[config.mk]
export PLATFORM = sky130hd
export DESIGN_NAME = uart_rx_os
export DESIGN_NICKNAME = d
export VERILOG_FILES = /design/src/rtl/uart_rx_os.sv
export SDC_FILE = /design/constraint.sdc
export NUM_CORES = 1
export LEC_CHECK = 0
export CAP_MARGIN = 20
export CORE_MARGIN = 5
export CORE_UTILIZATION = 64
export DETAILED_ROUTE_END_ITERATION = 16
export GPL_TIMING_DRIVEN = 1
export HOLD_SLACK_MARGIN = 0.15
export PLACE_DENSITY = 0.81
export SYNTH_ARGS = -nofsm -noshare
export SYNTH_HDL_FRONTEND = slang
export SYNTH_SLANG_ARGS = --single-unit
[constraint.sdc]
create_clock -name clk -period 6.1 [get_ports clk]
set_clock_uncertainty 0.05 [all_clocks]
set_input_delay 0.915 -clock clk [delete_from_list [all_inputs] [get_ports clk]]
set_output_delay 0.915 -clock clk [all_outputs]
set_load 0.1 [all_outputs]
[src/rtl/uart_rx_os.sv]
// Oversampling UART receiver with a first-word-fall-through receive FIFO and RTS flow control.
// Optional feature macro: UART_RX_MAJORITY_EN (2-of-3 majority vote around each bit centre).
module uart_rx_os #(
    parameter int DATA_BITS    = 8,
    parameter int STOP_BITS    = 1,
    parameter int OVERSAMPLE   = 16,
    parameter int SYS_CLK_FREQ = 125000000,
    parameter int BAUD_RATE    = 115200,
    parameter int FIFO_DEPTH   = 16
) (
    input  logic                          clk,
    input  logic                          reset,
    input  logic                          rx,
    input  logic [1:0]                    parity_mode,
    output logic [DATA_BITS-1:0]          m_data,
    output logic                          m_parity_err,
    output logic                          m_frame_err,
    output logic                          m_valid,
    input  logic                          m_ready,
    output logic                          overrun,
    output logic [$clog2(FIFO_DEPTH):0]   fifo_count,
    output logic                          rts_n
);
    localparam longint TICK_RATE = longint'(BAUD_RATE) * longint'(OVERSAMPLE);
    localparam longint DIV_L     = (longint'(SYS_CLK_FREQ) + TICK_RATE / 2) / TICK_RATE;
    localparam int     DIV       = int'(DIV_L);
    localparam int     DIV_W     = (DIV < 2) ? 1 : $clog2(DIV);
    localparam int     OS_W      = $clog2(OVERSAMPLE);
    localparam int     BIT_W     = $clog2(DATA_BITS);
    localparam int     AW        = $clog2(FIFO_DEPTH);
    localparam int     W         = DATA_BITS + 2;

    localparam logic [OS_W-1:0] OS_LAST = OS_W'(OVERSAMPLE - 1);
    localparam logic [OS_W-1:0] MID_PT  = OS_W'(OVERSAMPLE / 2);
`ifdef UART_RX_MAJORITY_EN
    localparam logic [OS_W-1:0] EARLY_PT  = OS_W'(OVERSAMPLE / 2 - 1);
    localparam logic [OS_W-1:0] DECIDE_PT = OS_W'(OVERSAMPLE / 2 + 1);
`else
    localparam logic [OS_W-1:0] DECIDE_PT = MID_PT;
`endif

    if (DIV < 2) begin : g_div_check
        $error("uart_rx_os: tick divider must be at least 2");
    end

    typedef enum logic [2:0] {IDLE, START, DATA, PARITY, STOP} state_t;

    logic                 rx_meta_q, rx_sync_q;
    logic [DIV_W-1:0]     div_q;
    logic                 os_tick;
    state_t               state_q, state_d;
    logic [OS_W-1:0]      os_cnt_q, os_cnt_d;
    logic [BIT_W-1:0]     bit_cnt_q, bit_cnt_d;
    logic [DATA_BITS-1:0] shift_q, shift_d;
    logic                 par_err_q, par_err_d;
    logic                 frm_err_q, frm_err_d;
    logic                 armed_q, armed_d;
    logic [1:0]           mode_q, mode_d;
    logic                 bit_val, decide, push;
    logic [W-1:0]         push_word;

    assign os_tick = (div_q == DIV_W'(DIV - 1));
    assign decide  = os_tick && (os_cnt_q == DECIDE_PT);

`ifdef UART_RX_MAJORITY_EN
    logic [1:0] maj_q;
    always_ff @(posedge clk) begin
        if (reset) begin
            maj_q <= '0;
        end else if (os_tick && state_q != IDLE) begin
            if (os_cnt_q == EARLY_PT) maj_q[0] <= rx_sync_q;
            if (os_cnt_q == MID_PT)   maj_q[1] <= rx_sync_q;
        end
    end
    assign bit_val = (maj_q[0] & maj_q[1]) | (maj_q[0] & rx_sync_q) | (maj_q[1] & rx_sync_q);
`else
    assign bit_val = rx_sync_q;
`endif

    always_comb begin
        state_d   = state_q;
        os_cnt_d  = os_cnt_q;
        bit_cnt_d = bit_cnt_q;
        shift_d   = shift_q;
        par_err_d = par_err_q;
        frm_err_d = frm_err_q;
        armed_d   = armed_q;
        mode_d    = mode_q;
        push      = 1'b0;
        push_word = {frm_err_q | ~bit_val, par_err_q, shift_q};
        if (os_tick && state_q != IDLE)
            os_cnt_d = (os_cnt_q == OS_LAST) ? '0 : os_cnt_q + 1'b1;
        case (state_q)
            IDLE: begin
                if (os_tick) begin
                    if (armed_q && !rx_sync_q) begin
                        state_d   = START;
                        os_cnt_d  = '0;
                        bit_cnt_d = '0;
                        par_err_d = 1'b0;
                        frm_err_d = 1'b0;
                        mode_d    = parity_mode;
                    end else if (rx_sync_q) begin
                        armed_d = 1'b1;
                    end
                end
            end
            START: begin
                if (decide) begin
                    if (bit_val) begin
                        state_d = IDLE;
                        armed_d = 1'b0;
                    end else begin
                        state_d = DATA;
                    end
                end
            end
            DATA: begin
                if (decide) begin
                    shift_d = {bit_val, shift_q[DATA_BITS-1:1]};
                    if (bit_cnt_q == BIT_W'(DATA_BITS - 1)) begin
                        bit_cnt_d = '0;
                        state_d   = (mode_q == 2'b01 || mode_q == 2'b10) ? PARITY : STOP;
                    end else begin
                        bit_cnt_d = bit_cnt_q + 1'b1;
                    end
                end
            end
            PARITY: begin
                if (decide) begin
                    par_err_d = ((^shift_q) ^ bit_val) != (mode_q == 2'b01);
                    state_d   = STOP;
                end
            end
            STOP: begin
                if (decide) begin
                    if (!bit_val) frm_err_d = 1'b1;
                    // Clearing armed here stops a held-low (break) line from retriggering.
                    if (bit_cnt_q == BIT_W'(STOP_BITS - 1)) begin
                        push    = 1'b1;
                        armed_d = 1'b0;
                        state_d = IDLE;
                    end else begin
                        bit_cnt_d = bit_cnt_q + 1'b1;
                    end
                end
            end
            default: state_d = IDLE;
        endcase
    end

    always_ff @(posedge clk) begin
        if (reset) begin
            rx_meta_q <= 1'b1;
            rx_sync_q <= 1'b1;
            div_q     <= '0;
            state_q   <= IDLE;
            os_cnt_q  <= '0;
            bit_cnt_q <= '0;
            shift_q   <= '0;
            par_err_q <= 1'b0;
            frm_err_q <= 1'b0;
            armed_q   <= 1'b0;
            mode_q    <= 2'b00;
        end else begin
            rx_meta_q <= rx;
            rx_sync_q <= rx_meta_q;
            div_q     <= os_tick ? '0 : div_q + 1'b1;
            state_q   <= state_d;
            os_cnt_q  <= os_cnt_d;
            bit_cnt_q <= bit_cnt_d;
            shift_q   <= shift_d;
            par_err_q <= par_err_d;
            frm_err_q <= frm_err_d;
            armed_q   <= armed_d;
            mode_q    <= mode_d;
        end
    end

    logic [W-1:0]  mem [FIFO_DEPTH];
    logic [AW-1:0] wr_ptr_q, rd_ptr_q;
    logic [AW:0]   count_q, count_d;
    logic          overrun_q, rts_n_q;
    logic          full, pop, push_ok;
    logic [W-1:0]  head;

    assign full    = (count_q == (AW+1)'(FIFO_DEPTH));
    assign pop     = m_valid && m_ready;
    // A pop in the same cycle frees the slot, so a push into a full FIFO still lands.
    assign push_ok = push && (!full || pop);

    always_comb begin
        count_d = count_q;
        if (push_ok && !pop)
            count_d = count_q + 1'b1;
        else if (!push_ok && pop)
            count_d = count_q - 1'b1;
    end

    always_ff @(posedge clk) begin
        if (push_ok) mem[wr_ptr_q] <= push_word;
    end

    always_ff @(posedge clk) begin
        if (reset) begin
            wr_ptr_q  <= '0;
            rd_ptr_q  <= '0;
            count_q   <= '0;
            overrun_q <= 1'b0;
            rts_n_q   <= 1'b0;
        end else begin
            if (push_ok) wr_ptr_q <= wr_ptr_q + 1'b1;
            if (pop)     rd_ptr_q <= rd_ptr_q + 1'b1;
            count_q   <= count_d;
            overrun_q <= push && full && !pop;
            rts_n_q   <= (count_d >= (AW+1)'(FIFO_DEPTH - 2));
        end
    end

    assign head         = mem[rd_ptr_q];
    assign m_valid      = (count_q != '0);
    assign m_data       = m_valid ? head[DATA_BITS-1:0] : '0;
    assign m_parity_err = m_valid & head[DATA_BITS];
    assign m_frame_err  = m_valid & head[DATA_BITS+1];
    assign overrun      = overrun_q;
    assign fifo_count   = count_q;
    assign rts_n        = rts_n_q;
endmodule

## Word-level counts from Yosys, hierarchy flattened

Memories as Yosys holds them, arrays and structs flattened. A register that Yosys moved wholly into a read port is not among the register bits.
Index checks and enable logic that the tools add are counted.

| word-level totals | value |
|---|---|
| RAM bits | 160 |
| output and inout port bits | 18 |
| bits in latches | 0 |
| memories kept | 1 |
| bits in read-only memories | 0 |
| register bits | 47 |

Memory list:

| memory | depth | bits a word | read ports | clocked after Yosys merged registers in | wr ports | RTL line | RTL |
|---|---|---|---|---|---|---|---|
| mem | 16 | 10 | 1 | 1 | 1 | 180 | `logic [W-1:0] mem [FIFO_DEPTH];` |

| cells by class | value |
|---|---|
| add/sub/neg operators | 7 |
| muxes and demuxes | 48 |
| order comparisons | 1 |
| bitwise logic cells | 5 |
| $mul | 0 |
| shifts and indexed selects | 0 |
| reductions and logical operators | 32 |
| equal/unequal tests | 25 |
| divide/modulo/power cells | 0 |

Operator list:

| kind | count |
|---|---|
| 3-bit two-way mux | 15 |
| 4-bit two-way mux | 7 |
| 2-bit inequality test, second input constant | 13 |
| 1-bit two-way mux | 17 |
| 8-bit AND reduction | 2 |
| 3-bit one-hot mux with 5 select lines | 1 |
| 4-bit by 1-bit adder with 4-bit output, second input constant | 3 |
| 5-bit two-way mux | 2 |
| 1-bit logical AND | 9 |
| 3-bit one-hot mux with 3 select lines | 1 |
| 3-bit nonzero test | 3 |
| 4-bit == test, second input constant | 2 |
| 8-bit two-way mux | 1 |
| 8-bit XOR reduction | 1 |
| 7-bit by 1-bit adder with 7-bit output, second input constant | 1 |
| 7-bit == test, second input constant | 1 |
| 3-bit by 2-bit == test with 1-bit output, second input constant | 2 |
| 3-bit == test, second input constant | 2 |
| 3-bit logical NOT | 2 |
| 6-bit AND reduction | 1 |
| 5-bit by 1-bit adder with 5-bit output, second input constant | 1 |
| 5-bit == test, second input constant | 1 |
| 5-bit by 4-bit >= comparator with 1-bit output, second input constant | 1 |
| 5-bit AND reduction | 1 |
| other kinds (21) | 28 |

## Logic depth before layout (Yosys ltp)

| logic depth | value |
|---|---|
| word-level depth | 10 |
| gate-level depth with buffers | 9 |

## Worst setup path before layout

OpenSTA, ideal clock, no wires.

| timing path | value |
|---|---|
| kind | reg2out |
| start point | register count_q[1] (netlist: fifo_count[1]) |
| end point | output m_data[0] |
| setup slack | 1,617 ps |
| data arrival time | 3,518 ps |
| stages on the path, launching flop included | 7 |
| cell sequence | dfxtp_1 inv_1 ha_1 nor4b_1 inv_1 clkbuf_1 and2_1 |

| between the ends | value |
|---|---|
| cells in the longest elaborated chain, start to end | 2 |

RTL lines:

| item | RTL line | RTL |
|---|---|---|
| from (decl) | 182 | `logic [AW:0] count_q, count_d;` |
| from (signal assigned) | 214 | `count_q <= count_d;` |
| 5-bit nonzero test | 221 | `assign m_valid = (count_q != '0);` |
| net m_valid | 18 | `output logic m_valid,` |
| 8-bit two-way mux | 222 | `assign m_data = m_valid ? head[DATA_BITS-1:0] : '0;` |
| to (decl) | 15 | `output logic [DATA_BITS-1:0] m_data,` |

The timed path passes the listed nets, and every way through them passes these cells.

==> impl_table.tex <==
\begin{tabular}{lr}
\hline
Metric & Value \\
\hline
\multicolumn{2}{l}{\textbf{Run status}} \\
\quad Run status & finished clean \\
\multicolumn{2}{l}{\textbf{Place}} \\
\quad Final weighted congestion in routability-driven placement & 0.811 \\
\quad Post-DP HPWL & 11.4 mm \\
\quad Total of buffers placed on input and output ports & 23 \\
\quad Post-placement cell count & between 700 and 800 \\
\quad Pre-CTS setup slack & 1.66 ns \\
\multicolumn{2}{l}{\textbf{Yosys}} \\
\quad Sequential area share after synthesis & 0.668 \\
\quad Portion of netlist area occupied by mux cells & 0.146 \\
\quad Netlist cell types & 51 \\
\quad Post-synthesis net count & around 570 \\
\quad Number of cells produced by synthesis & around 550 \\
\quad Area share of xor/xnor cells in the synthesized design & 0.0251 \\
\quad Total standard cell area after synthesis & roughly 8700 µm² \\
\quad Async set-reset flop share out of synthesis & 0 \\
\quad FF+latch count, synth & 211 \\
\quad Mean cell area of the mapped netlist & around 16 µm² \\
\quad Number of flops mapped to enable cells by yosys & 160 \\
\quad Number of warnings printed during yosys synthesis & 0 \\
\quad Adder and majority gate portion of the synthesized area & 0.0201 \\
\quad Compound-gate portion of the synthesized area & 0.0331 \\
\quad Top\_reg\_cell synth & edfxtp\_1 \\
\quad Post-synthesis simple-gate area fraction & 0.0893 \\
\quad Dominant combinational cell family by area after synthesis & multiplexers \\
\multicolumn{2}{l}{\textbf{Floorplan}} \\
\quad Chip Height & approximately 130 µm \\
\quad Full die area & 16,100 µm² \\
\quad Horizontal die dimension & around 130 µm \\
\quad FP Rows & 42 \\
\quad Core Box Area & roughly 13,000 µm² \\
\quad I/O pins & 24 \\
\quad Initial Utilization & 0.656 \\
\multicolumn{2}{l}{\textbf{Global route}} \\
\quad All-Layer GR Usage & 0.245 \\
\quad Aggregate global routing overflow & 0 \\
\quad Number of antenna violations at the first check in global routing & 0 \\
\quad Maximum number of pins on one net before global-route repair & 41 \\
\quad First-pass GRT wire length & approximately 30 mm \\
\quad Number of global-route vias before repair & 5,032 \\
\multicolumn{2}{l}{\textbf{Clock network}} \\
\quad Clock root buffer master & clkbuf\_16 \\
\quad \# H-tree levels & 1 \\
\quad Clock tree from TritonCTS & yes \\
\quad Number of post-CTS setup repair buffers & 0 \\
\quad Resized cells post-CTS & 0 \\
\quad Inserted Clock Buffers & 21 \\
\quad Clock transition at the registers of the reported paths & about 0.060 ns \\
\quad Sink count of the clock tree & 211 \\
\quad Hold buffers post-CTS & 0 \\
\quad Insertion delay of the later-clocked pin in the worst-skew pair & roughly 0.49 ns \\
\quad Max clock buf depth & 3 \\
\multicolumn{2}{l}{\textbf{Layout}} \\
\quad Fraction of final layout cells with drive strength greater than 1 & 0.186 \\
\quad Diodes inserted & 0 \\
\quad Area growth from synthesis to layout & 13.3\% \\
\quad Non-filler instance count after layout & $\sim$770 \\
\quad Nets@finish & between 600 and 700 \\
\multicolumn{2}{l}{\textbf{Routing}} \\
\quad Antenna Violating Nets Remaining & 0 \\
\quad Total routed wirelength & approximately 19 mm \\
\quad DRC violations left & 0 \\
\quad Average detailed-routed wire length per instance & $\sim$25 µm \\
\quad Iteration count of the initial detailed-routing pass & 5 \\
\quad Starting DRC count in detailed routing & around 510 \\
\quad Mean number of vias per cell & 6.32 \\
\quad Number of vias after detailed routing & just under 5,000 \\
\multicolumn{2}{l}{\textbf{STA}} \\
\quad Worst Hold Slack & approximately 0.36 ns \\
\quad Maximum clock frequency & $\sim$210 MHz \\
\quad Worst Setup Slack, final & between 1 and 1.5 ns \\
\quad Final count of hold timing violations & 0 \\
\quad Tightest Pin Transition & around 1.1 ns \\
\quad Post-route setup TNS & 0 ns \\
\quad Max-Slew Margin vs Limit & 0.258 \\
\quad \# setup viols final & 0 \\
\quad Time the final worst path needs with I/O delays and setup & 4.88 ns \\
\quad Portion of the clock cycle consumed by the worst path in the final layout & 0.799 \\
\quad RSZ-0062 raised after global routing & no \\
\quad Max Slew Vio Count & 0 \\
\multicolumn{2}{l}{\textbf{Critical path}} \\
\quad Critical path data required time & about 5.1 ns \\
\quad Kind of capture point of the worst setup path & output port \\
\quad Number of buffer and inverter instances along the worst setup path & 2 \\
\quad Element type at the critical path start & register \\
\quad Worst r2r src & state\_q[2]\$\_SDFFE\_PP0P\_ \\
\quad Ordered list of cells on the worst path & buf\_4 > mux4\_2 > mux4\_2 > and2\_1 > clkdlybuf4s50\_1 \\
\quad Biggest fanout along the worst timing path & 32 \\
\quad Max incr delay on CP & approximately 0.97 ns \\
\quad Largest delay contributor family on the critical path & buffers and inverters \\
\quad CP Class & register to output port \\
\quad Cell repeated most along the worst path & mux4\_2 \\
\quad Endpoint arrival time on the critical path & 3.91 ns \\
\quad Max stage delay cell, worst path & clkdlybuf4s50\_1 \\
\multicolumn{2}{l}{\textbf{Pwr}} \\
\quad Total power consumption of the routed design & roughly 4000 µW \\
\quad Power density over cell area & 395 nW/µm² \\
\quad Static leakage & around 0.0032 µW \\
\quad Maximum resistive drop on vdd & between 0.2 and 0.3 mV \\
\multicolumn{2}{l}{\textbf{Flow run}} \\
\quad Max capacitance violation total & 0 \\
\multicolumn{2}{l}{\textbf{Hold path}} \\
\quad Kind of path behind the tightest hold check & register to register \\
\quad HP Start & rx\_meta\_q\$\_SDFF\_PP1\_ \\
\hline
\end{tabular}
==> cell usage in the layout, fill, tap and decap left out, types with 10 or more instances in the layout <==
cell type        netlist  routed
edfxtp_1             160     160
nor2_1                53      53
mux4_2                50      50
dfxtp_1               51      49
clkdlybuf4s50_1        0      23
clkbuf_16              0      21
nand2_1               20      20
a21oi_1               17      17
xnor2_1               16      16
mux2i_1               14      14
ha_1                  14      14
inv_1                 12      12
and2_1                12      12
nand3_1               12      12
buf_4                  0      12
nor2b_1               10      10
==> cells by family after synthesis <==
| group | count (synthesis) |
|---|---|
| flip-flops | 211 |
| AND/OR/NAND/NOR | 148 |
| multiplexers | 65 |
| AO/OA/AOI/OAI | 45 |
| buffers and inverters | 39 |
| XOR/XNOR | 25 |
| adder cells (fa/ha/maj) | 14 |
==> worst paths after layout <==
kind                                             to  slack, ns  depth (start not counted)
worst max register to register  mem[9][8]$_DFFE_PP_       2.30                          5
worst min register to register   bit_val$_SDFF_PP1_       0.36                          1
worst min-delay path             bit_val$_SDFF_PP1_       0.36                          1
worst max-delay path                      m_data[6]       1.22                          5
==> area by class of cell <==
| type | instances | area, µm² |
|---|---|---|
| Fill cell | 778 | 3410 |
| Multi-Input combinational cell | 297 | 2750 |
| Tap cell | 176 | 220 |
| Sequential cell | 211 | 5830 |
| Inverter | 12 | 45.0 |
| Timing Repair Buffer | 41 | 388 |
| Clock buffer | 30 | 599 |
| Clock inverter | 7 | 58.8 |
==> metrics by stage <==
stage	cell area (µm²)	utilization
final	9890	0.744
after global routing	9890	0.744
after CTS	9850	0.741
after detailed placement	9190	0.691
after global placement	9150	0.688
after floorplan	8730	-
==> state kept, by name, indices dropped and copies added, names as in the netlist, 2 cells and up, named ones only <==
name	count
div_q	7
os_cnt_q	4
shift_q	8
bit_cnt_q	3
rd_ptr_q	4
state_q	3
fifo_count	5
mem	160
wr_ptr_q	4
mode_q	2
==> cells in the mapped netlist (2+ instances only) <==
master    instances  area (µm²)
edfxtp_1        160        4800
nor2_1           53         199
dfxtp_1          51        1020
mux4_2           50        1130
nand2_1          20        75.1
clkbuf_1         18        67.6
a21oi_1          17        85.1
xnor2_1          16         140
ha_1             14         175
mux2i_1          14         140
and2_1           12        75.1
inv_1            12        45.0
nand3_1          12        60.1
nor2b_1          10        62.6
nand2b_1          9        56.3
xor2_1            9        78.8
buf_2             6        30.0
nor3_1            6        30.0
nand4_1           4        25.0
o21ai_0           4        20.0
o31ai_1           4        30.0
or2_2             4        25.0
a211o_1           3        26.3
a31oi_1           3        18.8
nor3b_1           3        22.5
o21ai_1           3        15.0
buf_1             2        7.51
nand4b_1          2        17.5
nor4b_1           2        17.5
or4_1             2        15.0
or4b_1            2        20.0
==> worst reg2reg max path, cell delays in order, from the launching register on <==
cell and delay (ns):
dfxtp_1 0.77, or4b_1 0.55, nor4_4 0.59, and2_1 0.39, nand2_1 0.19, nor2_1 0.87
==> power breakdown <==
group	internal, µW	switching (µW)	leakage, µW
Sequential	1550	60.4	0.00189
Combinational	366	704	0.00101
Clock	724	503	0.000329
==> per-layer routing <==
| metal | global-route usage | vias up | share of wire |
|---|---|---|---|
| met2 | 0.436 | 224 | 0.54 |
| li1 | - | 2161 | - |
| met4 | 0.0789 | 0 | 0.026 |
| met1 | 0.312 | 2473 | 0.36 |
| met5 | 0 | - | 0 |
| met3 | 0.0353 | 30 | 0.072 |
Power figures use the tool's default switching activity.
